$ cat config.mk
export PLATFORM = sky130hd
export DESIGN_NAME = tt_um_priority_decoder
export DESIGN_NICKNAME = d
export VERILOG_FILES = /design/src/rtl/tt_um_priority_decoder.sv
export SDC_FILE = /design/constraint.sdc
export NUM_CORES = 1
export LEC_CHECK = 0
export ABC_CLOCK_PERIOD_IN_PS = 1700
export CAP_MARGIN = 20
export CELL_PAD_IN_SITES_DETAIL_PLACEMENT = 1
export CELL_PAD_IN_SITES_GLOBAL_PLACEMENT = 1
export CORE_MARGIN = 2
export CORE_UTILIZATION = 45
export DETAILED_ROUTE_END_ITERATION = 7
export DONT_BUFFER_PORTS = 1
export GPL_TIMING_DRIVEN = 0
export PLACE_DENSITY = 0.86
export SLEW_MARGIN = 30
export SYNTH_ARGS = -nofsm -noshare
export SYNTH_HDL_FRONTEND = slang
export SYNTH_SLANG_ARGS = --single-unit
$ cat constraint.sdc
create_clock -name clk -period 1.7 [get_ports clk]
set_input_delay 0 -clock clk [delete_from_list [all_inputs] [get_ports clk]]
set_output_delay 0 -clock clk [all_outputs]
set_load 0.05 [all_outputs]
$ cat src/rtl/tt_um_priority_decoder.sv
// Receive end of the 16-input priority encoder: validates the code byte and
// builds a 16-bit one-hot mask, presented as two byte beats on uo_out.
module tt_um_priority_decoder (
  input  logic       clk,
  input  logic       rst_n,
  input  logic       ena,
  input  logic [7:0] ui_in,
  input  logic [7:0] uio_in,
  output logic [7:0] uo_out,
  output logic [7:0] uio_out,
  output logic [7:0] uio_oe
);

  typedef enum logic [1:0] {
    IDLE    = 2'd0,
    DECODE  = 2'd1,
    SHOW_LO = 2'd2,
    SHOW_HI = 2'd3
  } state_t;

  state_t      state_q, state_d;
  logic [15:0] mask_q, mask_d;
  logic [7:0]  code_r_q, code_r_d;
  logic        err_q, err_d;
  logic        load_q, load_d;

  logic load, accum, clear, load_edge;
  logic busy, half;
  logic [15:0] onehot;

  // ena and uio_in[7:3] have no function in this tile.
  logic unused;
  assign unused = ena ^ (^uio_in[7:3]);

  assign load      = uio_in[0];
  assign accum     = uio_in[1];
  assign clear     = uio_in[2];
  assign load_edge = load & ~load_q;
  assign onehot    = 16'd1 << code_r_q[3:0];

  always_comb begin
    state_d  = state_q;
    mask_d   = mask_q;
    code_r_d = code_r_q;
    err_d    = err_q;
    load_d   = load;
    if (clear) begin
      // Clear wins over a coincident load edge and over the DECODE update.
      state_d = IDLE;
      mask_d  = 16'h0000;
      err_d   = 1'b0;
    end else begin
      case (state_q)
        IDLE: begin
          if (load_edge) begin
            code_r_d = ui_in;
            state_d  = DECODE;
          end
        end
        DECODE: begin
          if (code_r_q[7:4] == 4'h0) begin
            mask_d = accum ? (mask_q | onehot) : onehot;
          end else if (code_r_q == 8'hF0) begin
            mask_d = accum ? mask_q : 16'h0000;
          end else begin
            err_d = 1'b1;
          end
          state_d = SHOW_LO;
        end
        SHOW_LO: state_d = SHOW_HI;
        SHOW_HI: state_d = IDLE;
        default: state_d = IDLE;
      endcase
    end
  end

  always_ff @(posedge clk or negedge rst_n) begin
    if (!rst_n) begin
      state_q  <= IDLE;
      mask_q   <= 16'h0000;
      code_r_q <= 8'h00;
      err_q    <= 1'b0;
      load_q   <= 1'b0;
    end else begin
      state_q  <= state_d;
      mask_q   <= mask_d;
      code_r_q <= code_r_d;
      err_q    <= err_d;
      load_q   <= load_d;
    end
  end

  // Outputs come only from registers; half selects which mask byte is shown.
  assign busy    = (state_q != IDLE);
  assign half    = (state_q == SHOW_HI);
  assign uo_out  = half ? mask_q[15:8] : mask_q[7:0];
  assign uio_out = {|mask_q, err_q, half, busy, 4'b0000};
  assign uio_oe  = 8'hF0;

endmodule
# Yosys cells after proc, flatten, opt, wreduce, memory -nomap -nowiden
# Cells that the tools add are included.
dict set report op_classes {
  n_eq_ne 8
  shifts 1
  muxes 14
  n_bitwise 4
  n_reduce_logical 9
}
# op n
set op_table {}
lappend op_table {{2-to-1 mux 16 bit} 6}
lappend op_table {{OR 16 bit} 1}
lappend op_table {{OR reduction 16 bit} 1}
lappend op_table {{left shift 1 x 4 -> 16 bit, first input constant} 1}
lappend op_table {{AND reduction 3 bit} 3}
lappend op_table {{== test 8 bit, second input constant} 1}
lappend op_table {{2-to-1 mux 8 bit} 1}
lappend op_table {{case mux 2 bit (4 select lines)} 1}
lappend op_table {{== test 2 bit, second input constant} 2}
lappend op_table {{zero test 4 bit} 1}
lappend op_table {{2-to-1 mux 1 bit} 4}
lappend op_table {{2-to-1 mux 2 bit} 2}
lappend op_table {{!= test 2 bit, second input constant} 2}
lappend op_table {{nonzero test 2 bit} 2}
lappend op_table {{!= test 3 x 1 -> 1 bit, second input constant} 1}
lappend op_table {{!= test 3 bit, second input constant} 1}
lappend op_table {{nonzero test 3 bit} 1}
lappend op_table {{== test 2 x 1 -> 1 bit, second input constant} 1}
lappend op_table {{zero test 2 bit} 1}
lappend op_table {{inverter 1 bit} 2}
lappend op_table {{AND 1 bit} 1}
dict set report totals {
  register_bits 28
  output_inout_bits 24
  elab_cells 41
}

# Depth between registers and ports, before layout
# Gate-level depths: netlist (run 1).
dict set report logic_depth {
  word_depth 6
  mapped_depth 7
}

# Worst setup path after synthesis (run 1)
# No wires, ideal clock.
dict set report synth_path {
  path_kind {reg2reg}
  startpoint {reg state_q[0]}
  endpoint {reg code_r_q[0]}
  t_arrival_ns 1.422
  required_time_ns 1.575
  path_slack_ns 0.154
  path_stages_with_launch 6
  synth_period_minus_slack_ns 1.546
  cell_sequence {dfrtp_1 -> inv_1 -> ha_1 -> inv_1 -> nor3b_4 -> mux2_2}
}
dict set report synth_via {
  elab_chain_cells 2
}
# element line_no
set synth_rtl {}
lappend synth_rtl {{start: declaration} 21} ;# state_t state_q, state_d;
lappend synth_rtl {{start signal: assignment} 85} ;# state_q <= state_d;
lappend synth_rtl {{zero test 2 bit} 53} ;# case (state_q)
lappend synth_rtl {{AND reduction 3 bit (no source line)} -}
lappend synth_rtl {{end signal: assignment} 87} ;# code_r_q <= code_r_d;
lappend synth_rtl {{end: declaration} 23} ;# logic [7:0] code_r_q, code_r_d;
# No other way between the ends.
# A chain may end at the register's enable or synchronous reset.

# Final worst setup path (run 1)
dict set report layout_path {
  startpoint {reg state_q[1]}
  endpoint {reg mask_q[0]}
}
dict set report layout_via {
  elab_chain_cells 3
}
# element line_no
set layout_rtl {}
lappend layout_rtl {{== test 2 x 1 -> 1 bit} 53}
lappend layout_rtl {{nonzero test 2 bit (no source line)} -}
lappend layout_rtl {{AND reduction 3 bit (no source line)} -}
lappend layout_rtl {{end signal: assignment} 86} ;# mask_q <= mask_d;
lappend layout_rtl {{end: declaration} 22} ;# logic [15:0] mask_q, mask_d;
# No other way between the ends.

==> out/qor.yml, run 1 <==
hold_depth: 3
gr-total-overflow: 0
htree_levels: 1
worst_hold_path.endpoint: "state_q[0]$_DFFE_PN0P_"
clock_sinks: 28
antenna_left: 0
fin_crit_sh_pct: 100
die_w_um: 67.7
place_inst: 230
violations: "setup timing"
layout.nets: 221
gp_congestion: 0.774
wl_met1_mm: 2.18
cts_buffers: 3
clk_latency_ps: 290
grt_pass1_wl_mm: 8.29
power_density_nw_per_um2: 1280
post-route-util_pct: 56.4
min_path_type: "input port to flop"
fmax_ghz: 0.586
fin_total_pwr_uw: 2840
preCtsSetupSlack_ps: -181
synth_ff_type: "dfrtp_1"
cts_tree: "built"
required_ps: 1930
period_minus_slack_ps: 1710
synth_seq_cells: 28
die_h_um: 67.7
place_hpwl_mm: 3.24
die_area_um2: 4580
io_buffers: 0
wl_met2_mm: 2.90
core_um2: 3940
rsz0062_at_grt: "true"
end_kind: "flop"
wire_per_inst_um: 22.3
grtUsageTotal_pct: 25.6
dr.pass1.iters: 4
rows: 23
grt_max_degree: 29
synth_cells: 170
cp.arrival_ps: 1930
diodes: 0
finish.instance_area_um2: 2220
async_reset_ff_share_pct: 100
ys_seq_area_share_pct: 38.4
num_io_pins: 43
fin_cells: 247
via_count: 1441
hold_viol_final: 0
via_per_inst: 5.83
drv_slew: 0
yosys_warnings: 0
synth_edf_count: 0
syn-cell-area_um2: 1820
p_leak_uw: 0.000960
reg2regPathDepth: 5
dr.first_iter.drc_count: 62
crit_fanout: 6
wirelength_mm: 5.51
syn_area_per_cell_um2: 10.7
final.setup.worst_slack_ps: -7.04
antenna_found_initial: 0
clock_path_buffers: 2
drc: 0
rr_startpoint: "state_q[1]$_DFFE_PN0P_"
start_util_pct: 46.2
vdd_drop_max_mv: 0.691
clock-root-buffer: "clkbuf_8"
r2r_slack_ps: -7
status: "finished, violations left"
grt_pass1_vias: 1528
drv_cap: 0
critPathKind: "flop to flop"
timing.rr.end: "mask_q[0]$_DFFE_PN0P_"
start_kind: "flop"
synth_cell_types: 34
area_delta_synth_final_pct: 21.9
placed_area_um2: 1920
highest_layer: "met4"
wl_met3_um: 180
drive_above_1_share_pct: 36.0
path_clk_slew_ps: 100
finClkSkew_ps: 4.99
min_from: "uio_in[0]"
worstMarginPinSlew_ps: 617
slew_headroom_pct: 58.7
setup_violations: 1
metal layers:
layer	up-vias	GRT usage (%)
met4	0	14.5
met3	17	5.00
met1	746	29.6
met5	-	0
li1	642	-
met2	36	43.9
synth_stat cells (2+ instances only):
| cell type | n | area, um^2 |
|---|---|---|
| buf_4 | 15 | 113 |
| nand2b_1 | 18 | 113 |
| clkbuf_1 | 4 | 15.0 |
| inv_1 | 5 | 18.8 |
| and2b_1 | 3 | 22.5 |
| mux2_2 | 16 | 180 |
| dfrtp_1 | 28 | 701 |
| and4bb_2 | 2 | 25.0 |
| a32oi_1 | 16 | 140 |
| nor2_1 | 3 | 11.3 |
| nor4_1 | 4 | 25.0 |
| ha_1 | 4 | 50.1 |
| conb_1 | 2 | 7.51 |
| o21ai_2 | 9 | 78.8 |
| o21ai_0 | 8 | 40.0 |
| nor2b_1 | 15 | 93.8 |
flip-flops by register name (all words and copies together), names as in the netlist:
register	count
err_q	1
state_q	2
load_q	1
code_r_q	8
mask_q	16
cell families (layout without fill, tap and decap cells):
kind of cell | after synthesis | count (layout) | synth area share (%)
fa+ha+maj | 4 | 4 | 2.75
compound gates | 37 | 37 | 16.7
mux | 16 | 16 | 9.88
flops | 28 | 28 | 38.4
other cells | 2 | 12 | 0.412
buf+inv | 29 | 46 | 10.5
simple gates | 54 | 54 | 21.3
layout make-up:
type / instances / area [um^2]
Buffer: 23 / 183
Timing Repair Buffer: 14 / 158
Clock buffer: 4 / 55.1
Multi-Input combinational cell: 123 / 1040
Inverter: 5 / 18.8
Tap cell: 50 / 62.6
Sequential cell: 28 / 701
Fill cell: 417 / 1720
power breakdown:
group	switching [uW]	total [uW]	leakage, uW	internal [uW]
registers	214	1040	0.000370	821
clock network	238	447	0.0000288	209
logic	863	1360	0.000561	497
total	1310	2840	0.000960	1530
worst max-delay path by stage:
stage | start | to | depth (start not counted)
floorplan | state_q[0]$_DFFE_PN0P_ | code_r_q[0]$_DFFE_PN0P_ | 5
global placement | state_q[1]$_DFFE_PN0P_ | mask_q[1]$_DFFE_PN0P_ | 5
detailed placement | state_q[1]$_DFFE_PN0P_ | mask_q[0]$_DFFE_PN0P_ | 5
CTS | mask_q[0]$_DFFE_PN0P_ | uio_out[7] | 2
global route | state_q[1]$_DFFE_PN0P_ | mask_q[6]$_DFFE_PN0P_ | 6
finish | state_q[1]$_DFFE_PN0P_ | mask_q[0]$_DFFE_PN0P_ | 5
placed cells by master, fill, tap and decap left out, types with 2 or more instances in the layout:
cell            n
a32oi_1        15
and2b_1         3
and4bb_2        2
buf_12          3
buf_4          16
clkbuf_1        2
clkbuf_8        5
conb_1         12
dfrtp_1        28
dlygate4sd3_1  11
ha_1            2
ha_2            2
inv_1           3
inv_2           2
mux2_2         11
mux2_4          5
nand2b_1       17
nor2_1          3
nor2b_1        15
nor4_4          3
o21ai_0         7
o21ai_2         9
metrics by stage:
stage	TNS [ps]	hold slack (ps)
after CTS	0	66.1
after floorplan	0	-296
final	-7.04	84.6
after detailed placement	-1360	-295
after global routing	-448	95.5
after global placement	-175	-295
what timing repair did:
item,in CTS,in global routing
pin swaps,2,2
resized for setup,7,17
hold buffers,12,0
endpoints found under the hold margin,39,0
setup buffers,1,1
cloned,0,0
setup endpoints to repair,30,30
worst max-delay path, stage by stage, from the launching register on:
cell	delay [ps]
dfrtp_1	430
inv_2	100
ha_2	240
nor4b_2	520
a32oi_1	230
o21ai_2	110
Note: power is estimated with default switching activity, not from simulation.
==> run 2, diff against run 1 <==
--- a/config.mk
+++ b/config.mk
@@ -14,7 +14,7 @@
 export DETAILED_ROUTE_END_ITERATION = 7
 export DONT_BUFFER_PORTS = 1
 export GPL_TIMING_DRIVEN = 0
-export PLACE_DENSITY = 0.86
+export PLACE_DENSITY_LB_ADDON = 0.2
 export SLEW_MARGIN = 30
 export SYNTH_ARGS = -nofsm -noshare
 export SYNTH_HDL_FRONTEND = slang
==> out/qor.yml, run 2 (synthesis results as in run 1) <==
antenna_left: 0
worstPathCellList: "ha_1 -> clkbuf_2 -> mux2_2"
path_clk_slew_ps: 100
clock-root-buffer: "clkbuf_8"
via_per_inst: 5.50
drv_cap: 0
critPathKind: "flop to primary output"
worstMarginPinSlew_ps: 615
antenna_found_initial: 0
cts_buffers: 3
clock_sinks: 28
critPathTopFamily: "multiplexers"
dr.first_iter.drc_count: 65
regMostFlops: "mask_q"
crit_buf_inv: 1
cp_slowest_cell: "mux2_2"
htree_levels: 1
vdd_drop_max_mv: 0.614
finClkSkew_ps: 5.76
grt_pass1_vias: 1406
placed_area_um2: 1920
rows: 23
grt_pass1_wl_mm: 7.01
grt_max_degree: 29
slowest_delay_ps: 500
clk_latency_ps: 280
whs_ps: 79.8
dr.pass1.iters: 4
die_w_um: 67.7
end_kind: "primary output"
post-route-util_pct: 55.3
largest_register_ffs: 16
slew_headroom_pct: 58.9
diodes: 0
gp_congestion: 0.842
min_path_type: "input port to flop"
finish.instance_area_um2: 2180
layout.nets: 222
fin_crit_sh_pct: 95.2
fmax_ghz: 0.618
status: "finished clean"
die_area_um2: 4580
core_um2: 3940
drv_slew: 0
final_common_cell: "dfrtp_1"
p_leak_uw: 0.000942
final-seq-area_um2: 702
place_hpwl_mm: 3.03
start_util_pct: 46.2
wire_per_inst_um: 17.7
final.setup.worst_slack_ps: 82.2
multi_input_area_um2: 1000
required_ps: 1700
final_cell_mix: "dfrtp_1 (27), nand2b_1 (18), buf_4 (17)"
drive_above_1_share_pct: 35.4
power_density_nw_per_um2: 1250
grtUsageTotal_pct: 20.7
crit_fanout: 8
preCtsSetupSlack_ps: -165
num_io_pins: 43
gr-total-overflow: 0
fillers: 437
drc: 0
fin_tns_setup_ps: 0
hold_viol_final: 0
area_delta_synth_final_pct: 19.6
cp.arrival_ps: 1620
clock_path_buffers: 2
via_count: 1365
largestRegisters: "mask_q (16), code_r_q (8), state_q (2)"
wirelength_mm: 4.38
rsz0062_at_grt: "false"
cts_tree: "built"
die_h_um: 67.7
period_minus_slack_ps: 1620
start_kind: "flop"
setup_violations: 0
io_buffers: 0
==> run 2: final cells by class <==
| type | instances | share of cell area, % |
|---|---|---|
| multi-input combinational | 123 | 46.0 |
| sequential | 28 | 32.2 |
| buffer | 23 | 7.98 |
| timing repair buffer | 15 | 7.58 |
| tap | 50 | 2.87 |
| clock buffer | 4 | 2.53 |
| inverter | 5 | 0.861 |
==> run 2: per-layer routing <==
metal	track usage (%)	up-vias	share of wire [%]
met2	35.3	39	50
met4	4.59	0	0.68
met3	2.67	4	4.5
met1	28.0	675	44
li1	-	647	-
met5	0	-	0
==> run 2: worst reg2reg max path: cells and delay by family (launching register included) <==
kind / cells / cell delay, ps
adder cells (fa/ha/maj): 1 / 210
buffers and inverters: 3 / 330
flip-flops: 1 / 420
multiplexers: 1 / 320
AND/OR/NAND/NOR: 1 / 220
==> run 2: where the power goes <==
part | total [uW] | internal (uW) | switching [uW]
combinational | 1290 | 477 | 810
clock | 422 | 208 | 214
sequential | 1010 | 823 | 191
==> run 2: through the flow <==
step                cells  total power (uW)
floorplan             180              1980
global placement      230              2130
detailed placement    230              2180
CTS                   247              2670
global route          248              2870
finish                248              2720
==> run 2: what timing repair did <==
| action | CTS | global route |
|---|---|---|
| hold buffers | 12 | 0 |
| setup endpoints to repair | 29 | 25 |
| cloned | 0 | 0 |
| gates resized for setup | 4 | 9 |
| buffers inserted | 1 | 2 |
| pin swaps | 1 | 2 |
| hold endpoints to repair | 38 | 0 |
==> run 2: path summary, 6_finish.rpt <==
kind | startpoint | to | slack (ps) | cells after the start
setup reg to reg | state_q[1]$_DFFE_PN0P_ | code_r_q[1]$_DFFE_PN0P_ | 80 | 6
setup / recovery | state_q[1]$_DFFE_PN0P_ | uo_out[1] | 80 | 3
max in group asynchronous | rst_n | state_q[0]$_DFFE_PN0P_ | 1370 | 2
min in group asynchronous | rst_n | err_q$_DFFE_PN0P_ | 160 | 2
hold / removal | uio_in[0] | state_q[0]$_DFFE_PN0P_ | 80 | 3
hold reg to reg | err_q$_DFFE_PN0P_ | err_q$_DFFE_PN0P_ | 540 | 2
==> run 3, diff against run 2 <==
--- a/config.mk
+++ b/config.mk
@@ -7,9 +7,7 @@
 export LEC_CHECK = 0
 export ABC_CLOCK_PERIOD_IN_PS = 1700
 export CAP_MARGIN = 20
-export CELL_PAD_IN_SITES_DETAIL_PLACEMENT = 1
-export CELL_PAD_IN_SITES_GLOBAL_PLACEMENT = 1
-export CORE_MARGIN = 2
+export CORE_MARGIN = 1.5
 export CORE_UTILIZATION = 45
 export DETAILED_ROUTE_END_ITERATION = 7
 export DONT_BUFFER_PORTS = 1
==> out/qor.yml, run 3 (synthesis results as in run 1) <==
path_clk_slew_ps: 100
largestRegisters: "mask_q (16), code_r_q (8), state_q (2)"
start_kind: "flop"
slew_headroom_pct: 56.9
rsz0062_at_grt: "true"
setup_violations: 0
diodes: 0
dr.first_iter.drc_count: 126
seq_power_share_pct: 37.5
fillers: 344
clock-root-buffer: "clkbuf_8"
wirelength_mm: 4.14
die_h_um: 66.7
post-route-util_pct: 57.2
min_path_type: "input port to flop"
antenna_left: 0
timing.rr.end: "code_r_q[4]$_DFFE_PN0P_"
gr-total-overflow: 0
regMostFlops: "mask_q"
drive_above_1_share_pct: 35.0
antenna_found_initial: 0
grt_pass1_wl_mm: 6.98
drv_cap: 0
area_delta_synth_final_pct: 18.4
io_buffers: 0
period_minus_slack_ps: 1630
via_per_inst: 5.59
layout.nets: 221
final.setup.worst_slack_ps: 73.1
power_density_nw_per_um2: 1260
drv_slew: 0
hold_depth: 2
finClkSkew_ps: 2.73
r2r_slack_ps: 100
clock_path_buffers: 2
largest_register_ffs: 16
hold_viol_final: 0
required_ps: 1700
clock_sinks: 28
start_util_pct: 48.3
clk_latency_ps: 270
grtUsageTotal_pct: 20.8
num_io_pins: 43
die_area_um2: 4440
die_w_um: 66.7
p_int_uw: 1500
rows: 22
preCtsSetupSlack_ps: -99.3
htree_levels: 1
grt_max_degree: 29
fin_crit_sh_pct: 95.7
finish.instance_area_um2: 2160
min_from: "uio_in[2]"
cts_buffers: 3
clockPowerShare_pct: 15.3
fin_total_pwr_uw: 2710
worst_hold_path.endpoint: "state_q[1]$_DFFE_PN0P_"
vdd_drop_max_mv: 0.679
fmax_ghz: 0.615
grt_pass1_vias: 1440
p_sw_uw: 1220
critPathKind: "flop to primary output"
p_leak_uw: 0.000932
drc: 0
final_cell_mix: "dfrtp_1 (27), nand2b_1 (18), mux2_2 (16), buf_4 (16)"
status: "finished clean"
core_um2: 3770
gp_congestion: 0.808
reg2regPathDepth: 6
placed_area_um2: 1920
whs_ps: 18.7
cp.arrival_ps: 1630
end_kind: "primary output"
final_common_cell: "dfrtp_1"
crit_fanout: 8
p_comb_share_pct: 47.2
place_hpwl_mm: 2.90
p_sw_share_pct: 44.8
wire_per_inst_um: 16.9
worstMarginPinSlew_ps: 644
dr.pass1.iters: 4
via_count: 1370
cts_tree: "built"
rr_startpoint: "state_q[0]$_DFFE_PN0P_"
[run 3: cell types whose count changed in the layout (fill, tap and decap cells not counted), sizes merged]
| cell | delta |
|---|---|
| dlygate4sd3 | -1 |
[run 3: repair_timing]
item | 4_1_cts | 5_1_grt
pin swaps | 1 | 1
setup buffers | 1 | 1
endpoints found under the setup margin | 29 | 23
cloned | 0 | 0
hold buffers | 11 | 0
gates resized for setup | 4 | 9
endpoints found under the hold margin | 37 | 0
[run 3: critical path: stages, from the launching register on]
cell,delay (ps)
dfrtp_2,430
ha_1,180
clkbuf_2,240
mux2_2,500
[run 3: power groups by stage]
stage / clock network [uW] / logic (uW) / registers, uW
finish: 416 / 1280 / 1020
global route: 467 / 1360 / 1040
CTS: 426 / 1220 / 1010
detailed placement: 0 / 1170 / 1020
global placement: 0 / 1130 / 1000
floorplan: 0 / 1010 / 966
[run 3: worst max-delay path by stage]
stage / startpoint / end / slack, ps / depth (start not counted)
floorplan: state_q[0]$_DFFE_PN0P_ / code_r_q[0]$_DFFE_PN0P_ / 150 / 5
global placement: state_q[1]$_DFFE_PN0P_ / mask_q[3]$_DFFE_PN0P_ / -40 / 5
detailed placement: state_q[1]$_DFFE_PN0P_ / mask_q[1]$_DFFE_PN0P_ / -100 / 5
CTS: state_q[1]$_DFFE_PN0P_ / mask_q[10]$_DFFE_PN0P_ / 30 / 7
global route: state_q[0]$_DFFE_PN0P_ / uo_out[0] / -20 / 3
finish: state_q[0]$_DFFE_PN0P_ / uo_out[7] / 70 / 3
[run 3: through the flow]
step,setup TNS (ps),std cells
2_1_floorplan,0,180
3_3_place_gp,-125,228
3_5_place_dp,-646,228
4_1_cts,0,244
5_1_grt,-84.2,245
6_report,0,245
[run 3: area by class of cell]
class | instances | area, um^2 | share of cell area [%]
Sequential cell | 28 | 702 | 32.5
Timing Repair Buffer | 13 | 148 | 6.84
Clock buffer | 4 | 55.1 | 2.55
Buffer | 24 | 178 | 8.23
Multi-Input combinational cell | 123 | 997 | 46.2
Inverter | 5 | 18.8 | 0.870
Tap cell | 48 | 60.1 | 2.78
[run 3: routing by layer]
| layer | GRT usage [%] | vias up | wire, um |
|---|---|---|---|
| li1 | - | 648 | - |
| met1 | 27.4 | 687 | 1890 |
| met2 | 35.5 | 31 | 2040 |
| met3 | 2.53 | 4 | 158 |
| met4 | 6.38 | 0 | 49 |
| met5 | 0 | - | 0 |
